**src/rtl/byte_tx_arbiter.sv**
```systemverilog
// byte_tx_arbiter: edge-detects two byte sources, buffers each in a small FIFO
// and round-robins the bytes onto one start/busy byte transmitter.
module byte_tx_arbiter #(
   parameter int DEPTH        = 4,
   parameter int PTR_W        = 2,
   parameter int BUSY_TIMEOUT = 3
) (
   input  logic        clk,
   input  logic        rst,
   input  logic [7:0]  a_data,
   input  logic        a_send,
   input  logic [7:0]  b_data,
   input  logic        b_send,
   input  logic        tx_busy,
   output logic [7:0]  tx_data,
   output logic        tx_start,
   output logic        a_full,
   output logic        b_full,
   output logic        a_drop,
   output logic        b_drop,
   output logic        last_src,
   output logic [15:0] sent_count
);
   localparam int TW = $clog2(BUSY_TIMEOUT + 1);
   typedef enum logic [1:0] {IDLE, START, WAIT_BUSY, WAIT_DONE} state_t;
   state_t            state_q, state_d;
   logic [TW-1:0]     tmr_q, tmr_d;
   logic [7:0]        tx_data_q, tx_data_d;
   logic              tx_start_q, tx_start_d;
   logic              last_q, last_d;
   logic [15:0]       sent_q, sent_d;
   logic [1:0]        sd_q, sd_d;
   logic [1:0]        drop_q, drop_d;
   logic [7:0]        mem_q [2][DEPTH];
   logic [7:0]        mem_d [2][DEPTH];
   logic [PTR_W-1:0]  wp_q [2], wp_d [2], rp_q [2], rp_d [2];
   logic [PTR_W:0]    cnt_q [2], cnt_d [2];
   logic [1:0]        send, ne, cap, wr, pop;
   logic              gnt;
   logic [7:0]        din [2];
   assign send   = {b_send, a_send};
   assign din[0] = a_data;
   assign din[1] = b_data;
   assign ne     = {cnt_q[1] != '0, cnt_q[0] != '0};
   always_comb begin
      state_d    = state_q;
      tmr_d      = tmr_q;
      tx_data_d  = tx_data_q;
      tx_start_d = 1'b0;
      last_d     = last_q;
      sent_d     = sent_q;
      pop        = '0;
      gnt        = 1'b0;
      case (state_q)
         IDLE:
            if (!tx_busy && |ne) begin
               gnt        = (ne == 2'b11) ? ~last_q : ne[1];
               pop[gnt]   = 1'b1;
               tx_data_d  = mem_q[gnt][rp_q[gnt]];
               last_d     = gnt;
               tx_start_d = 1'b1;
               state_d    = START;
            end
         START: begin
            tmr_d   = '0;
            state_d = WAIT_BUSY;
         end
         // abandon the transfer if the transmitter never acknowledges it
         WAIT_BUSY:
            if (tx_busy) state_d = WAIT_DONE;
            else if (tmr_q == TW'(BUSY_TIMEOUT - 1)) state_d = IDLE;
            else tmr_d = tmr_q + 1'b1;
         WAIT_DONE:
            if (!tx_busy) begin
               sent_d  = sent_q + 16'd1;
               state_d = IDLE;
            end
         default: state_d = IDLE;
      endcase
   end
   // full is judged on the pre-pop count, so a same-edge pop cannot rescue a capture
   always_comb begin
      mem_d  = mem_q;
      wp_d   = wp_q;
      rp_d   = rp_q;
      cnt_d  = cnt_q;
      cap    = '0;
      wr     = '0;
      drop_d = '0;
      sd_d   = send;
      for (int s = 0; s < 2; s++) begin
         cap[s]    = send[s] & ~sd_q[s];
         wr[s]     = cap[s] & (cnt_q[s] != (PTR_W+1)'(DEPTH));
         drop_d[s] = cap[s] & ~wr[s];
         if (wr[s]) mem_d[s][wp_q[s]] = din[s];
         wp_d[s]  = wp_q[s] + PTR_W'(wr[s]);
         rp_d[s]  = rp_q[s] + PTR_W'(pop[s]);
         cnt_d[s] = cnt_q[s] + (PTR_W+1)'(wr[s]) - (PTR_W+1)'(pop[s]);
      end
   end
   always_ff @(posedge clk) begin
      if (rst) begin
         state_q    <= IDLE;
         tmr_q      <= '0;
         tx_data_q  <= '0;
         tx_start_q <= 1'b0;
         last_q     <= 1'b1;
         sent_q     <= '0;
         sd_q       <= '0;
         drop_q     <= '0;
         wp_q       <= '{default: '0};
         rp_q       <= '{default: '0};
         cnt_q      <= '{default: '0};
      end else begin
         state_q    <= state_d;
         tmr_q      <= tmr_d;
         tx_data_q  <= tx_data_d;
         tx_start_q <= tx_start_d;
         last_q     <= last_d;
         sent_q     <= sent_d;
         sd_q       <= sd_d;
         drop_q     <= drop_d;
         wp_q       <= wp_d;
         rp_q       <= rp_d;
         cnt_q      <= cnt_d;
         mem_q      <= mem_d;
      end
   end
   assign tx_data    = tx_data_q;
   assign tx_start   = tx_start_q;
   assign a_full     = cnt_q[0] == (PTR_W+1)'(DEPTH);
   assign b_full     = cnt_q[1] == (PTR_W+1)'(DEPTH);
   assign a_drop     = drop_q[0];
   assign b_drop     = drop_q[1];
   assign last_src   = last_q;
   assign sent_count = sent_q;
endmodule

```
**config.mk**
```make
export PLATFORM = sky130hd
export DESIGN_NAME = byte_tx_arbiter
export DESIGN_NICKNAME = d
export VERILOG_FILES = /design/src/rtl/byte_tx_arbiter.sv
export SDC_FILE = /design/constraint.sdc
export NUM_CORES = 1
export LEC_CHECK = 0
export BUFFER_PORTS_ARGS = -buffer_cell sky130_fd_sc_hd__buf_2
export CORE_MARGIN = 2
export CORE_UTILIZATION = 55
export CTS_CLUSTER_DIAMETER = 200
export CTS_CLUSTER_SIZE = 8
export DETAILED_ROUTE_END_ITERATION = 10
export PLACE_DENSITY = 0.76
export SKIP_LAST_GASP = 1
export SYNTH_ARGS = -nofsm -noshare
export SYNTH_HDL_FRONTEND = slang
export SYNTH_SLANG_ARGS = --single-unit
```
**constraint.sdc**
```tcl
create_clock -name clk -period 4.57 [get_ports clk]
set_input_delay 1.1425 -clock clk [delete_from_list [all_inputs] [get_ports clk]]
set_output_delay 1.1425 -clock clk [all_outputs]
set_load 0.05 [all_outputs]
```
==> run metrics, run 1 <==
1st-iter DRT viols=138; Fillers=641; num rows=33; WP buf/inv=2; DRT Pass-1 Iters=5; required time worst endpoint=4.80 ns; Antenna Nets Post-Route=0; Starting Density=55.7%; dpl ws=1.43 ns; worst setup margin=1.83 ns; Crit path top cell by count=xnor2_1; clock-pin transition on the worst setup and hold timing paths=0.10 ns; Worst Tran Pin Value=0.967 ns; WP depth=10; post-CTS sizing=0; top_reg_cell synth=edfxtp_1; Max-Slew Margin vs Limit=35.5%; area grow syn2layout=11.7%; fin crit period=2.74 ns; RSZ-0062 raised after global routing=no; P per Cell Area=516 nW/µm²; clock root buffer=clkbuf_8; Worst R2R Setup Slack=2.15 ns; final wirelength=7910 µm; R2R depth=9; die footprint=8940 µm²; Final Cycle Share=59.9%; Synth cell types=45; Worst setup endpoint=cnt_q[2]$_SDFF_PP0_; Clock Latency Late Sink=0.37 ns; worst-path maximum fanout=8; layout cell share with drive strength beyond 1=24.0%; Post-CTS Setup Bufs=0; CTS max path bufs=2; Async SR Flop Fraction=0%; fin cells=493; mean number of vias per cell=5.59; total congestion overflow=0; critical path arrival=2.97 ns; H-tree levels=3; die width=94.5 µm; Lkg Pwr=0.00182 µW; core area=8090 µm²; wire length per cell=16.0 µm; Synth Warn #=0; area occupied by registers=2880 µm²; crit-path leading delay family=simple AND/OR/NAND/NOR gates; first-pass GRT wire length=12200 µm; Die H=94.5 µm; HP Class=flop to flop; Seq/Total Area, Yosys=63.9%; Worst Setup End Kind=flop; outcome=finished, final reports clean; Max Slew Vio Count=0; area of the multi-input gates=1520 µm²; Critical Path Start=tx_busy; achievable frequency=365 MHz; total CTS buffers=9; CTS tree=yes; Setup Viol. Count Final=0; Nets=412; synthesized flop and latch total=112; EDFF count, synth=64; Routability Congestion=0.731; HPWL after detailed placement=5420 µm; largest net degree at the start of global routing=56; setup_tns=0 ns; r2r endpoint=cnt_q[2]$_SDFF_PP0_; gr usage total=18.4%; Critical Path Max Stage Delay=0.37 ns; crit path launch type=input port; syn_nets=363; routed via count=2758; Setup Skew=0.0137 ns; hold path depth=2; Cells after DPL=477; Syn Inst Count=334; hold path start=sent_count[15]$_SDFFE_PP0P_; Post-route DRC=0; WS Path Type=input port to flop; PortBufs=50; Max Cap Viol=0; Peak VDD IR=283 µV; Antenna Cells=0; # clock sinks=112; initial antenna violation count=0; syn avg cell area=13.5 µm²; Synth Cell Area=4510 µm²; number of global-route vias before repair=2553; Slowest cell on crit path=fa_1; final hold vios=0; RR Startpoint=cnt_q[1]$_SDFF_PP0_; IO Pins=51; Critical Path, Cell by Cell=buf_2, nor3_2, nand3_1, xnor2_1, ha_1, inv_1, fa_1, xor2_1, xnor2_1, nor2_1; Hold Buf Count CTS=0
==> per-layer routing <==
metal	track usage, %	share of wire, %	vias up	wire length, µm
met5	0	0	-	0
li1	-	-	1337	-
met1	24.0	44	1370	3450
met2	30.7	51	43	4030
met4	4.83	0.99	0	78
met3	4.87	4.4	8	344
==> cell usage in the layout, fill, tap and decap left out, drive strengths merged, types with 2 or more instances in the layout <==
cell and instances:
inv 9, nor2 40, o21ai 3, clkbuf 10, nand2 15, mux4 16
nor4b 2, a311oi 8, o31ai 3, a22oi 2, xnor2 11, buf 57
nor3b 6, or3 5, nand2b 3, edfxtp 64, fa 2, xor2 11
and4b 2, dfxtp 48, nor3 5, clkinv 3, ha 6, nor2b 7
or4 2, or2 3, nand3 14, nand4 5, a21oi 8, and3 2
nor4 6
==> cell type report <==
type                            instances  area share, %
Timing Repair Buffer                   57           6.01
Multi-Input combinational cell        197           30.1
Sequential cell                       112           57.2
Clock buffer                           10           2.53
Clock inverter                          6           1.02
Inverter                                6          0.447
Tap cell                              105           2.61
==> sequential cells by signal, summed over array words and instances (netlist names) <==
| name | cells |
|---|---|
| wp_q | 4 |
| state_q | 2 |
| mem_q | 64 |
| last_src | 1 |
| tx_data | 8 |
| sent_count | 16 |
| rp_q | 4 |
| drop_q | 2 |
| tmr_q | 2 |
| sd_q | 2 |
| cnt_q | 6 |
| tx_start | 1 |
==> stage by stage <==
| stage | area, µm² | hold slack (ns) | power, µW | utilization (%) |
|---|---|---|---|---|
| after global placement | 4860 | 0.459 | 2050 | 60.0 |
| after global routing | 5040 | 0.516 | 2750 | 62.2 |
| after detailed placement | 4860 | 0.477 | 2080 | 60.0 |
| after floorplan | 4510 | 0.468 | 1910 | - |
| final | 5040 | 0.486 | 2600 | 62.2 |
| after CTS | 5040 | 0.491 | 2620 | 62.2 |
==> worst min-delay path: cells and delay by family (launching register included) <==
| kind | cells | cell delay, ns |
|---|---|---|
| AOI/OAI and AO/OA | 2 | 0.13 |
| DFF | 1 | 0.33 |
==> kinds of logic (layout without fill, tap and decap cells) <==
kind of cell	after synthesis	count (layout)	share of synthesized area (%)
buffers and inverters	25	79	2.39
flip-flops	112	112	63.9
XOR/XNOR	22	22	4.27
AND/OR/NAND/NOR	119	119	13.8
adder cells (fa/ha/maj)	8	8	2.55
AO/OA/AOI/OAI	31	31	4.86
multiplexers	17	17	8.22
==> Yosys cell counts (4+ instances only) <==
master | instances | share of area (%)
nor4_1 | 6 | 0.83
a21oi_1 | 8 | 0.89
or3_1 | 5 | 0.69
nand2_1 | 15 | 1.2
nor2_1 | 40 | 3.3
nor2b_1 | 7 | 0.97
nand3_1 | 14 | 1.6
nor3b_1 | 6 | 1.0
ha_1 | 6 | 1.7
dfxtp_1 | 48 | 21
nand4_1 | 4 | 0.56
nor3_1 | 4 | 0.44
mux4_2 | 16 | 8.0
a311oi_1 | 8 | 1.6
edfxtp_1 | 64 | 43
clkbuf_1 | 10 | 0.83
xnor2_1 | 11 | 2.1
xor2_1 | 11 | 2.1
buf_2 | 5 | 0.56
inv_1 | 6 | 0.50
==> worst min-delay path by stage <==
stage               slack, ns                          end
floorplan                0.47         drop_q[0]$_SDFF_PP0_
global placement         0.46  sent_count[15]$_SDFFE_PP0P_
detailed placement       0.48  sent_count[15]$_SDFFE_PP0P_
CTS                      0.49  sent_count[15]$_SDFFE_PP0P_
global route             0.52  sent_count[15]$_SDFFE_PP0P_
finish                   0.49  sent_count[15]$_SDFFE_PP0P_
==> power breakdown <==
group          internal [µW]  leakage (µW)  switching [µW]
combinational            295      0.000759             465
clock                    208     0.0000931             333
sequential              1170      0.000971             125
total                   1670       0.00182             923
(Power assumes the default switching activity.)
==> run 2: changes to the inputs <==
--- a/config.mk
+++ b/config.mk
@@ -5,13 +5,14 @@
 export SDC_FILE = /design/constraint.sdc
 export NUM_CORES = 1
 export LEC_CHECK = 0
+export ABC_AREA = 1
 export BUFFER_PORTS_ARGS = -buffer_cell sky130_fd_sc_hd__buf_2
 export CORE_MARGIN = 2
 export CORE_UTILIZATION = 55
 export CTS_CLUSTER_DIAMETER = 200
 export CTS_CLUSTER_SIZE = 8
 export DETAILED_ROUTE_END_ITERATION = 10
-export PLACE_DENSITY = 0.76
+export PLACE_DENSITY = 0.75
 export SKIP_LAST_GASP = 1
 export SYNTH_ARGS = -nofsm -noshare
 export SYNTH_HDL_FRONTEND = slang
==> constraint.sdc (replaced) <==
create_clock -name clk -period 2.8 [get_ports clk]
set_input_delay 0.7 -clock clk [delete_from_list [all_inputs] [get_ports clk]]
set_output_delay 0.7 -clock clk [all_outputs]
set_load 0.05 [all_outputs]
==> run 2 against run 1 <==
Against the previous run: flip-flop and latch count stayed put; combinational power grew to 3.3 times the previous value; clock skew is 0.0055 ns higher; design area is 7.4% higher; cell count is 41% higher; sequential power is 59% higher; worst hold slack worse by 0.031 ns; synthesized cell count is 57% higher; critical path depth is 3 higher; via count is 28% higher.
==> run metrics, run 2 <==
top_reg_cell synth=edfxtp_1; num rows=34; most frequent cell after synthesis=nand2_1; Worst R2R Setup Slack=0.51 ns; # clock sinks=112; total internal power=3010 µW; outcome=finished, final reports clean; Worst Tran Pin Value=0.535 ns; Post-DP Area=5230 µm²; required time worst endpoint=3.12 ns; Syn Inst Count=526; Setup Skew=0.0191 ns; NetSw=2450 µW; Synth cell types=35; Critical Path Start=cnt_q[4]$_SDFF_PP0_; Lkg Pwr=0.00236 µW; synthesized flop and latch total=112; EDFF count, synth=64; hold path depth=1; total CTS buffers=9; WS Path Type=flop to flop; IO Pins=51; Hold Buf Count CTS=0; Worst Setup End Kind=flop; initial antenna violation count=0; RSZ-0062 raised after global routing=no; Post-route DRC=0; area of the multi-input gates=1660 µm²; Comb power frac=45.8%; r2r endpoint=tx_data[2]$_SDFFE_PP0P_; Die H=97.9 µm; wire length per cell=13.6 µm; Yosys top cell area share=39.6%; core area=8640 µm²; 1st-iter DRT viols=235; clock-pin transition on the worst setup and hold timing paths=0.11 ns; Fillers=727; mean number of vias per cell=5.08; HPWL after detailed placement=6820 µm; largest net degree at the start of global routing=37; Nets=611; die width=97.9 µm; largest register by flop count=mem_q; syn_nets=555; DRT Pass-1 Iters=5; H-tree levels=3; commonest non-fill, non-tap cell in the layout=nand2_1; Clock Latency Late Sink=0.37 ns; clock power share=16.3%; die footprint=9580 µm²; clock root buffer=clkbuf_8; Synth Warn #=0; first-pass GRT wire length=15700 µm; PortBufs=50; Async SR Flop Fraction=0%; post-CTS sizing=0; Seq/Total Area, Yosys=59.5%; Setup Viol. Count Final=0; setup_tns=0 ns; total congestion overflow=0; CTS max path bufs=2; routed via count=3528; crit path launch type=flop; Sequential Power Share=37.9%; critical path arrival=2.60 ns; hold path start=sd_q[0]$_SDFF_PP0_; R2R depth=13; Hold WS=0.456 ns; layout cell share with drive strength beyond 1=16.0%; RR Startpoint=cnt_q[4]$_SDFF_PP0_; fin crit period=2.29 ns; Final Cycle Share=81.7%; Routability Congestion=0.829; achievable frequency=437 MHz; P per Cell Area=1010 nW/µm²; Post-CTS Setup Bufs=0; Max-Slew Margin vs Limit=64.2%; Antenna Cells=0; HP Class=flop to flop; worst-path maximum fanout=36; syn avg cell area=9.22 µm²; number of global-route vias before repair=3285; most frequent cells in the layout=nand2_1, edfxtp_1, inv_1; Antenna Nets Post-Route=0; commonest cells in the netlist=nand2_1, edfxtp_1, inv_1; Max Slew Vio Count=0; Synth area leaders=edfxtp_1, dfxtp_1, nand2_1, nand3_1, inv_1; final wirelength=9480 µm; final hold vios=0; max reg flops=64; Switching Fraction=44.9%; Starting Density=56.1%; Hold EP=drop_q[0]$_SDFF_PP0_; area grow syn2layout=11.6%; gr usage total=20.5%; CTS tree=yes; Peak VDD IR=412 µV; Synth Cell Area=4850 µm²; area occupied by registers=2880 µm²; fin area=5410 µm²; Max Cap Viol=0; Synth area leader=edfxtp_1
## run 2: area by class of cell
cell class,instances,area share (%)
Timing Repair Buffer,63,6.43
Multi-Input combinational cell,341,30.7
Sequential cell,112,53.3
Inverter,55,3.82
Tap cell,108,2.50
Clock buffer,10,2.36
Clock inverter,6,0.925
## run 2: power groups by stage
stage	clock (µW)	sequential, µW	combinational, µW
CTS	908	2070	2490
finish	892	2070	2500
detailed placement	0	2100	2480
floorplan	0	2330	1820
global route	974	2100	2820
global placement	0	2100	2410
## run 2: cell families (layout without fill, tap and decap cells)
| family | after synthesis | in the layout | synth area share, % |
|---|---|---|---|
| xor gates and xnor gates | 8 | 8 | 1.45 |
| adders and majority gates | 8 | 8 | 2.37 |
| and+or+nand+nor | 278 | 278 | 24.6 |
| AOI/OAI and AO/OA | 47 | 47 | 5.83 |
| DFF | 112 | 112 | 59.5 |
| buffers and inverters | 73 | 134 | 6.32 |
## run 2: through the flow
step	worst slack (ns)	total power, µW	instances	util [%]
finish	0.513	5460	695	62.6
global route	0.231	5890	695	62.6
CTS	0.494	5470	695	62.6
detailed placement	0.369	4590	679	60.6
global placement	0.398	4500	679	60.6
floorplan	0.386	4160	526	-
## run 2: worst max-delay path by stage
stage	slack (ns)	depth (start not counted)	to
final	0.51	13	tx_data[2]$_SDFFE_PP0P_
after global routing	0.23	13	tx_data[2]$_SDFFE_PP0P_
after CTS	0.49	13	cnt_q[4]$_SDFF_PP0_
after detailed placement	0.37	11	cnt_q[4]$_SDFF_PP0_
after global placement	0.40	11	cnt_q[4]$_SDFF_PP0_
after floorplan	0.39	11	cnt_q[2]$_SDFF_PP0_
## run 2: routing by layer
layer | wire, µm | GRT usage, % | vias up
met5 | 0 | 0 | -
met3 | 567 | 3.94 | 6
met1 | 4530 | 29.8 | 1600
li1 | - | - | 1823
met2 | 4300 | 31.6 | 99
met4 | 69 | 5.98 | 0
## run 2: critical path, stage by stage, from the launching register on
cell	delay (ns)
dfxtp_1	0.39
nor2_2	0.07
nand2_2	0.08
nand2_4	0.19
nand2_2	0.16
buf_4	0.36
nand2_1	0.10
nand2_1	0.42
nand2_1	0.11
nand2_1	0.10
nand2_1	0.05
nand3_1	0.10
nand2_1	0.06
inv_1	0.04
